===== config.mk =====
export PLATFORM = sky130hd
export DESIGN_NAME = uart_tx_flat
export DESIGN_NICKNAME = d
export VERILOG_FILES = /design/src/rtl/uart_pkg.sv /design/src/rtl/uart_tx_if.sv /design/src/rtl/uart_tx_fifo.sv /design/src/rtl/uart_tx.sv /design/src/flat_wrapper.sv
export SDC_FILE = /design/constraint.sdc
export NUM_CORES = 1
export LEC_CHECK = 0
export CORE_ASPECT_RATIO = 0.8
export CORE_MARGIN = 2
export CORE_UTILIZATION = 58
export CTS_BUF_LIST = sky130_fd_sc_hd__clkbuf_8
export CTS_CLUSTER_DIAMETER = 200
export DETAILED_ROUTE_END_ITERATION = 7
export PLACE_DENSITY = 0.85
export SYNTH_ARGS = -nofsm -noshare
export SYNTH_HDL_FRONTEND = slang
export SYNTH_SLANG_ARGS = --single-unit

===== constraint.sdc =====
create_clock -name clk_i -period 3 [get_ports clk_i]
set_input_delay 0.45 -clock clk_i [delete_from_list [all_inputs] [get_ports clk_i]]
set_output_delay 0.45 -clock clk_i [all_outputs]
set_load 0.03 [all_outputs]

===== src/rtl/uart_pkg.sv =====
// Shared UART definitions: serializer states and 8N1 frame constants.
package uart_pkg;

  typedef enum logic [1:0] {
    TX_IDLE,
    TX_START_BIT,
    TX_DATA_BITS,
    TX_STOP_BIT
  } uart_state_e;

  localparam int FIFO_BITS_DEF = 4;
  localparam int DATA_BITS     = 8;
  localparam int FRAME_BITS    = 10;

  localparam logic [2:0] LAST_BIT = 3'(DATA_BITS - 1);
  localparam logic       LINE_IDLE = 1'b1;
  localparam logic       START_LVL = 1'b0;

endpackage


===== src/rtl/uart_tx_if.sv =====
// Bus-side write port of the UART transmitter.
interface uart_tx_if;
  import uart_pkg::*;

  logic                 stb_i;
  logic                 cyc_i;
  logic [DATA_BITS-1:0] data_i;
  logic                 ack_o;

  modport master (
    output stb_i,
    output cyc_i,
    output data_i,
    input  ack_o
  );

  modport slave (
    input  stb_i,
    input  cyc_i,
    input  data_i,
    output ack_o
  );

endinterface


===== src/rtl/uart_tx_fifo.sv =====
// TX byte FIFO; fullness tracked by a separate count so every entry is usable.
module uart_tx_fifo
  import uart_pkg::*;
#(
  parameter int BITS = FIFO_BITS_DEF
) (
  input  logic                 clk_i,
  input  logic                 rst_i,
  input  logic                 push,
  input  logic [DATA_BITS-1:0] wdata,
  input  logic                 pop,
  output logic [DATA_BITS-1:0] rdata,
  output logic                 full,
  output logic                 empty
);

  localparam int DEPTH = 2 ** BITS;
  localparam logic [BITS:0] DEPTH_C = (BITS + 1)'(DEPTH);

  logic [DATA_BITS-1:0] mem [DEPTH];
  logic [BITS-1:0]      wr_ptr;
  logic [BITS-1:0]      rd_ptr;
  logic [BITS:0]        count;
  logic                 push_ok;
  logic                 pop_ok;

  assign full    = (count == DEPTH_C);
  assign empty   = (count == '0);
  assign push_ok = push & ~full;
  assign pop_ok  = pop & ~empty;
  assign rdata   = mem[rd_ptr];

  always_ff @(posedge clk_i) begin
    if (push_ok) mem[wr_ptr] <= wdata;
  end

  always_ff @(posedge clk_i or posedge rst_i) begin
    if (rst_i) begin
      wr_ptr <= '0;
      rd_ptr <= '0;
      count  <= '0;
    end else begin
      if (push_ok) wr_ptr <= wr_ptr + 1'b1;
      if (pop_ok)  rd_ptr <= rd_ptr + 1'b1;
      unique case ({push_ok, pop_ok})
        2'b10:   count <= count + 1'b1;
        2'b01:   count <= count - 1'b1;
        default: count <= count;
      endcase
    end
  end

endmodule


===== src/rtl/uart_tx.sv =====
// 8N1 UART transmitter: bus write port into a byte FIFO, drained by a bit serializer.
module uart_tx
  import uart_pkg::*;
#(
  parameter int CLKS_PER_BIT = 62,
  parameter int FIFO_BITS    = FIFO_BITS_DEF
) (
  input  logic     clk_i,
  input  logic     rst_i,
  uart_tx_if.slave bus,
  output logic     tx_busy_o,
  output logic     uart_txd_o
);

  localparam logic [15:0] CPB = 16'(CLKS_PER_BIT);

  uart_state_e          state, state_n;
  logic [15:0]          clk_cnt, clk_cnt_n;
  logic [2:0]           bit_idx, bit_idx_n;
  logic [DATA_BITS-1:0] shift, shift_n;
  logic                 txd, txd_n;
  logic                 sync_ack;
  logic                 push;
  logic                 pop;
  logic                 full;
  logic                 empty;
  logic [DATA_BITS-1:0] rdata;
  logic                 bit_done;

  uart_tx_fifo #(
    .BITS (FIFO_BITS)
  ) u_fifo (
    .clk_i (clk_i),
    .rst_i (rst_i),
    .push  (push),
    .wdata (bus.data_i),
    .pop   (pop),
    .rdata (rdata),
    .full  (full),
    .empty (empty)
  );

  // One byte per strobe: sync_ack blocks re-accept until stb_i drops.
  assign push       = bus.stb_i & bus.cyc_i & ~sync_ack & ~full;
  assign bus.ack_o  = sync_ack & bus.stb_i;
  assign tx_busy_o  = ~empty | (state != TX_IDLE);
  assign uart_txd_o = txd;
  assign bit_done   = (clk_cnt == CPB);

  always_ff @(posedge clk_i or posedge rst_i) begin
    if (rst_i) begin
      sync_ack <= 1'b0;
    end else if (push) begin
      sync_ack <= 1'b1;
    end else if (!bus.stb_i) begin
      sync_ack <= 1'b0;
    end
  end

  always_ff @(posedge clk_i or posedge rst_i) begin
    if (rst_i) begin
      state   <= TX_IDLE;
      clk_cnt <= '0;
      bit_idx <= '0;
      shift   <= '0;
      txd     <= LINE_IDLE;
    end else begin
      state   <= state_n;
      clk_cnt <= clk_cnt_n;
      bit_idx <= bit_idx_n;
      shift   <= shift_n;
      txd     <= txd_n;
    end
  end

  always_comb begin
    state_n   = state;
    clk_cnt_n = clk_cnt + 16'd1;
    bit_idx_n = bit_idx;
    shift_n   = shift;
    txd_n     = txd;
    pop       = 1'b0;
    unique case (state)
      TX_IDLE: begin
        clk_cnt_n = '0;
        txd_n     = LINE_IDLE;
        if (!empty) begin
          pop       = 1'b1;
          shift_n   = rdata;
          txd_n     = START_LVL;
          clk_cnt_n = 16'd1;
          state_n   = TX_START_BIT;
        end
      end
      TX_START_BIT: begin
        if (bit_done) begin
          clk_cnt_n = 16'd1;
          bit_idx_n = '0;
          txd_n     = shift[0];
          state_n   = TX_DATA_BITS;
        end
      end
      TX_DATA_BITS: begin
        if (bit_done) begin
          clk_cnt_n = 16'd1;
          if (bit_idx == LAST_BIT) begin
            txd_n   = LINE_IDLE;
            state_n = TX_STOP_BIT;
          end else begin
            bit_idx_n = bit_idx + 3'd1;
            shift_n   = shift >> 1;
            txd_n     = shift[1];
          end
        end
      end
      TX_STOP_BIT: begin
        if (bit_done) begin
          clk_cnt_n = '0;
          state_n   = TX_IDLE;
        end
      end
      default: begin
        clk_cnt_n = '0;
        txd_n     = LINE_IDLE;
        state_n   = TX_IDLE;
      end
    endcase
  end

endmodule


===== src/flat_wrapper.sv =====
// flat-port wrapper written by rule: the top's interface ports become plain ports
module uart_tx_flat import uart_pkg::*;
#(
  parameter int CLKS_PER_BIT = 62,
  parameter int FIFO_BITS    = FIFO_BITS_DEF
)
  (clk_i, rst_i, tx_busy_o, uart_txd_o, bus_stb_i, bus_cyc_i, bus_data_i, bus_ack_o);
  uart_tx_if bus_i ();
  input  logic clk_i;
  input  logic rst_i;
  output logic tx_busy_o;
  output logic uart_txd_o;
  input wire logic [$bits(bus_i.stb_i)-1:0] bus_stb_i;
  input wire logic [$bits(bus_i.cyc_i)-1:0] bus_cyc_i;
  input wire logic [$bits(bus_i.data_i)-1:0] bus_data_i;
  output wire logic [$bits(bus_i.ack_o)-1:0] bus_ack_o;
  assign bus_i.stb_i = bus_stb_i;
  assign bus_i.cyc_i = bus_cyc_i;
  assign bus_i.data_i = bus_data_i;
  assign bus_ack_o = bus_i.ack_o;
  uart_tx #(.CLKS_PER_BIT(CLKS_PER_BIT), .FIFO_BITS(FIFO_BITS)) u_core (.clk_i(clk_i), .rst_i(rst_i), .bus(bus_i), .tx_busy_o(tx_busy_o), .uart_txd_o(uart_txd_o));
endmodule

Yosys cells after proc, flatten, opt, wreduce, memory -nomap -nowiden
Memories as Yosys holds them, arrays and structs flattened.
Cells that the tools add are included.
Widths: inputs -> output; s select.
{"block": "word_totals", "regBits": 44, "mem_bits_rw": 128, "inputBits": 12, "output_inout_bits": 3, "word_cells": 83, "memories": 1}
{"memory": "u_core.u_fifo.mem", "depth": 16, "width": 8, "read_ports": 1, "rd_clocked_by_memory_dff": 0, "wr": 1, "line": "uart_tx_fifo.sv:20", "text": "logic [DATA_BITS-1:0] mem [DEPTH];"}
{"block": "op_classes", "addsub": 6, "n_eq_ne": 15, "n_mux": 30, "bitwise": 10, "reduce_logical": 12}
{"operator": "$pmux 16 s3", "n": 1}
{"operator": "$mux 16", "n": 2}
{"operator": "$mux 8", "n": 3}
{"operator": "$add 16x1->16 const B", "n": 1}
{"operator": "$eq 16x6->1 const B", "n": 1}
{"operator": "$pmux 8 s2", "n": 1}
{"operator": "$mux 1", "n": 11}
{"operator": "$mux 2", "n": 5}
{"operator": "$ne 2x1->1 const B", "n": 5}
{"operator": "$pmux 5 s2", "n": 1}
{"operator": "$mux 3", "n": 3}
{"operator": "$add 4x1->4 const B", "n": 2}
{"operator": "$pmux 2 s4", "n": 1}
{"operator": "$reduce_and 4->1", "n": 2}
{"operator": "$reduce_bool 2->1", "n": 4}
{"operator": "$and 1x1->1", "n": 6}
{"operator": "$eq 2x2->1 const B", "n": 3}
{"operator": "$pmux 3 s2", "n": 1}
{"operator": "$add 5x1->5 const B", "n": 1}
{"operator": "$eq 5x5->1 const B", "n": 1}
{"operator": "$logic_not 5->1", "n": 1}
{"operator": "$reduce_and 5->1", "n": 1}
{"operator": "$sub 5x1->5 const B", "n": 1}
{"operator": "$eq 2x1->1 const B", "n": 2}
{"operator": "10 further kinds", "n": 13}

Logic depth before layout (Yosys ltp)
{"block": "depth", "ltp_word": 6, "ltp_mapped": 13, "ltp_nobuf": 12}

Modules after synthesis
From an unflattened synthesis, not the netlist that was laid out.
{"block": "unflattened", "hier_cells": 507, "area_unflattened_um2": 7551.0}
{"mod": "uart_tx_fifo", "n_inst": 1, "cells_per_inst": 333, "area_per_inst_um2": 5796.8, "seq_area_each_um2": 4169.0}
{"mod": "uart_tx", "n_inst": 1, "cells_per_inst": 174, "area_per_inst_um2": 1754.2, "seq_area_each_um2": 777.0}

Least setup slack after synthesis
Ideal clock, no wire load.
{"block": "synth_path", "path_kind": "register to register", "from": "register u_core.u_fifo.count[1]", "to": "register u_core.u_fifo.count[4]", "setup_ns": 0.132, "arrival_time_ns": 2.713, "required_ns": 2.868, "slack_ns": 0.155, "stages_incl_launch_ff": 14, "period_less_slack_ns": 2.845, "path_cell_list": "dfrtp_1 > buf_6 > or4_4 > o21ai_1 > inv_1 > ha_1 > clkbuf_1 > xor2_1 > ha_1 > o211ai_1 > a21oi_1 > a31oi_1 > nor2_1 > xor2_1"}
{"block": "synth_between", "elab_chain_len": 6, "word_cells_on_any_way": 15}
{"item": "start: declaration", "line": "uart_tx_fifo.sv:23", "text": "logic [BITS:0] count;"}
{"item": "start signal: assignment", "line": "uart_tx_fifo.sv:46", "text": "2'b10: count <= count + 1'b1;"}
{"item": "start signal: assignment", "line": "uart_tx_fifo.sv:47", "text": "2'b01: count <= count - 1'b1;"}
{"item": "start signal: assignment", "line": "uart_tx_fifo.sv:48", "text": "default: count <= count;"}
{"item": "$logic_not 5->1 *", "line": "uart_tx_fifo.sv:28", "text": "assign empty = (count == '0);"}
{"item": "$mux 1", "line": "uart_tx.sv:87", "text": "if (!empty) begin"}
{"item": "$mux 1", "line": "uart_tx.sv:83", "text": "unique case (state)"}
{"item": "$and 1x1->1 *", "line": "uart_tx_fifo.sv:30", "text": "assign pop_ok = pop & ~empty;"}
{"item": "net u_core.u_fifo.pop_ok", "line": "uart_tx_fifo.sv:25", "text": "logic pop_ok;"}
{"item": "$eq 2x1->1 / $eq 2x2->1 (equally long branches)", "line": "uart_tx_fifo.sv:45", "text": "unique case ({push_ok, pop_ok})"}
{"item": "$pmux 5 s2 / $reduce_bool 2->1 (equally long branches)"}
Mark *: on every way through the listed nets, which the timed path passes. The rest lies on a longest branch.
A chain may end at the register's enable or synchronous reset.

Worst setup path after layout
Ends and elaborated chain as after synthesis.

==> out/summary.log <==
INFO  floorplan      fp-row-count=36
INFO  drt            via_count=3994
INFO  clocking       worstSkewPairLatency=0.47ns
INFO  placed_design  placement.io_buffers=14
INFO  worst_setup_path rrSetupSlack=0.22ns
INFO  pwr            peakVddDrop=0.438mV
INFO  worst_setup_path critical_path.startpoint=u_core.u_fifo.count[1]
INFO  floorplan      start_util=0.600
INFO  clocking       cts-root-buf=sky130_fd_sc_hd__clkbuf_8
INFO  sta            period_needed=2.78ns
INFO  drt            drt-pass1-iter-count=5
INFO  run            max_cap_check_violation_count=0
INFO  finish         drive_above_1_share=0.175
INFO  drt            drcViolationCount=0
INFO  placed_design  gp_congestion=0.851
INFO  global_route   grt_overflow=0
INFO  worst_setup_path worst_reg2reg_path_startpoint=u_core.u_fifo.count[1]
INFO  placed_design  dp.final_hpwl=8.96mm
INFO  sta            period_share=0.925
INFO  clocking       tritoncts=built
INFO  synthesis      yosysTopAreaCell=sky130_fd_sc_hd__edfxtp_1
INFO  global_route   grt_first_pass_wirelength=22.1mm
INFO  global_route   largest_net_degree_at_the_start_of_global_routing=29
INFO  sta            fin_ws=0.225ns
INFO  synthesis      synth.cell_area=7350µm²
INFO  finish         postLayoutCoreUtil=0.660
INFO  pwr            sw_frac_of_total=0.345
INFO  synthesis      mean_instance_size_in_the_synthesized_netlist=15.9µm²
INFO  clocking       h-tree-depth=4
INFO  floorplan      dieArea=13600µm²
INFO  worst_setup_path reg2reg_to=u_core.u_fifo.count[4]
INFO  worst_setup_path timing.setup.critical_path_class=register to register
INFO  synthesis      synth_top_area_frac=0.523
INFO  pwr            power_frac_comb=0.326
INFO  synthesis      synth.lib_cells_used.distinct=49
INFO  worst_setup_path reg2regPathDepth=11
INFO  sta            max-slew-margin-rel=0.502
INFO  drt            drtAntennaViolNets=0
INFO  synthesis      share_of_synthesized_flip_flops_with_an_asynchronous_set_or_reset=0.256
INFO  finish         area_overhead_vs_synth=10.1%
INFO  sta            timing.final.hold_violations=0
INFO  pwr            seqPwrFrac=0.444
INFO  outcome        outcome=completed
INFO  worst_setup_path endpoint=u_core.u_fifo.count[4]
INFO  pwr            leakagePower=2.87nW
INFO  worst_setup_path critPathLaunchType=register
INFO  sta            unrepaired_setup_endpoints_after_global_routing=no
INFO  placed_design  dpl_worst_slack=0.165ns
INFO  clocking       clkTransAtPathRegs=0.10ns
INFO  drt            detail_route.vias_per_cell=5.98
INFO  clocking       max-clock-path-buffers=2
INFO  global_route   antenna_found_initial=0
INFO  drt            detail_route.wirelength=13.7mm
INFO  clocking       cts_inserted_buffers=17
INFO  synthesis      synth-edff-count=128
INFO  synthesis      ys.flop_type=sky130_fd_sc_hd__edfxtp_1
INFO  synthesis      cell_count_after_synthesis=463
INFO  sta            worst-slew-pin-transition=0.745ns
INFO  finish         num-nets-final=514
INFO  clocking       clock_sink_count=172
INFO  worst_setup_path path_max_fanout=9
INFO  global_route   track_usage=0.221
INFO  floorplan      ioPinCount=15
INFO  worst_hold_path holdCritPathClass=input pin to asynchronous set/reset pin
INFO  sta            setup-tns-final=0ns
INFO  floorplan      die_width=130µm
INFO  drt            routed_wire_length_per_instance=20.5µm
INFO  sta            skew=0.0187ns
INFO  floorplan      floorplan.die.height=105µm
INFO  clocking       cts.repair_timing.setup_buffer_count=0
INFO  worst_setup_path worstSetupEndpointType=register
INFO  floorplan      coreArea=12300µm²
INFO  sta            final-max-slew-violation-count=0
INFO  pwr            cell_internal_pwr=4.61mW
INFO  synthesis      synth_sequential_area_ratio=0.673
INFO  synthesis      synthTopCellsByArea=sky130_fd_sc_hd__edfxtp_1, sky130_fd_sc_hd__dfrtp_1, sky130_fd_sc_hd__mux4_2
INFO  worst_setup_path timing.critical_path.required=3.38ns
INFO  synthesis      synth-warning-count=0
INFO  synthesis      syn-num-nets=493
INFO  worst_setup_path worstPathArrival=3.16ns
INFO  clocking       holdBufCountCts=0
INFO  drt            drt_iter0_drcs=357
INFO  pwr            pwr-share-clk=0.230
INFO  pwr            total_switching_power=2.43mW
INFO  finish         fillCellCount=862
INFO  synthesis      ys_seq_elements=172
INFO  global_route   first_global_vias=4081
INFO  sta            finalSetupViolations=0
INFO  sta            max_clock_freq=360MHz
INFO  finish         antenna_cells=0
INFO  pwr            powerDensity=870nW/µm²
placed cells by master, fill, tap and decap left out, types with 17 or more instances in the layout:
cell / instances
sky130_fd_sc_hd__a22oi_1: 17
sky130_fd_sc_hd__clkbuf_8: 18
sky130_fd_sc_hd__nand2_1: 20
sky130_fd_sc_hd__ha_1: 17
sky130_fd_sc_hd__dfrtp_1: 42
sky130_fd_sc_hd__a21oi_1: 26
sky130_fd_sc_hd__edfxtp_1: 128
sky130_fd_sc_hd__nor2_1: 32
sky130_fd_sc_hd__and2_1: 20
sky130_fd_sc_hd__mux4_2: 30
flip-flops by register name, indices dropped and copies added, names as in the netlist:
signal and flops:
u_core.state 2, u_core.sync_ack 1, u_core.u_fifo.mem 128, u_core.u_fifo.rd_ptr 4
u_core.bit_idx 3, u_core.clk_cnt 16, u_core.uart_txd_o 1, u_core.u_fifo.wr_ptr 4
u_core.u_fifo.count 5, u_core.shift 8
routing by layer:
metal  routed length, µm  GRT usage  vias to the layer above
li1                    -          -                     1806
met1                6100      0.321                     2042
met2                6630      0.335                      129
met3                 796     0.0599                       17
met4                 191     0.0614                        0
met5                   0          0                        -
cell usage after synthesis (6+ instances only):
master / count
sky130_fd_sc_hd__a21oi_1: 26
sky130_fd_sc_hd__a22oi_1: 17
sky130_fd_sc_hd__and2_1: 20
sky130_fd_sc_hd__and3_1: 6
sky130_fd_sc_hd__clkbuf_1: 9
sky130_fd_sc_hd__dfrtp_1: 43
sky130_fd_sc_hd__edfxtp_1: 128
sky130_fd_sc_hd__ha_1: 18
sky130_fd_sc_hd__inv_1: 13
sky130_fd_sc_hd__mux4_2: 30
sky130_fd_sc_hd__nand2_1: 20
sky130_fd_sc_hd__nand3_1: 6
sky130_fd_sc_hd__nor2_1: 32
sky130_fd_sc_hd__o21ai_0: 10
sky130_fd_sc_hd__xnor2_1: 11
sky130_fd_sc_hd__xor2_1: 15
logic make-up (layout without fill, tap and decap cells):
kind of cell	Yosys count	in the layout	share of synthesized area
xor+xnor	26	26	0.0310
simple gates	107	107	0.0792
fa+ha+maj	18	18	0.0307
buf+inv	33	67	0.0201
mux	37	37	0.103
compound gates	70	70	0.0632
flops	172	172	0.673
repair_timing:
item                       CTS  global route
gates resized for setup      0             2
hold endpoints to repair     0             0
setup endpoints to repair    0             2
final cells by class:
cell class | count | area [µm²] | area share
clock buffer | 18 | 248 | 0.0306
clock inverter | 14 | 151 | 0.0187
inverter | 14 | 52.6 | 0.00650
tap | 171 | 214 | 0.0265
multi-input combinational | 258 | 2250 | 0.279
timing repair buffer | 21 | 220 | 0.0272
sequential | 172 | 4950 | 0.612
worst max-delay path: stages (launching register included):
cell and delay (ns):
sky130_fd_sc_hd__dfrtp_1 0.48, sky130_fd_sc_hd__or4_4 0.59, sky130_fd_sc_hd__o21ai_1 0.18, sky130_fd_sc_hd__inv_1 0.12, sky130_fd_sc_hd__ha_2 0.26, sky130_fd_sc_hd__xor2_1 0.16
sky130_fd_sc_hd__ha_1 0.22, sky130_fd_sc_hd__nor2b_1 0.13, sky130_fd_sc_hd__o21ai_0 0.18, sky130_fd_sc_hd__a31oi_1 0.11, sky130_fd_sc_hd__nor2_1 0.12, sky130_fd_sc_hd__xor2_1 0.15
through the flow:
stage	cells	instance area (µm²)	power, mW	hold slack (ns)
2_1_floorplan	463	7350	4.87	0.475
3_3_place_gp	636	7680	5.32	0.503
3_5_place_dp	636	7680	5.43	0.523
4_1_cts	668	8080	7.05	0.243
5_1_grt	668	8090	7.39	0.262
6_report	668	8090	7.04	0.256
power by group through the flow:
stage	Combinational (mW)	Sequential [mW]	Clock (mW)
floorplan	1.84	3.03	0
global placement	2.17	3.15	0
detailed placement	2.26	3.17	0
CTS	2.29	3.12	1.64
global route	2.49	3.17	1.74
finish	2.29	3.13	1.62
worst min path at each step:
| stage | end |
|---|---|
| floorplan | u_core.bit_idx[1] |
| global placement | u_core.bit_idx[1] |
| detailed placement | u_core.shift[6] |
| CTS | u_core.u_fifo.wr_ptr[0] |
| global route | u_core.u_fifo.wr_ptr[1] |
| finish | u_core.u_fifo.wr_ptr[0] |
No activity file was read; power rests on OpenSTA's default activity.
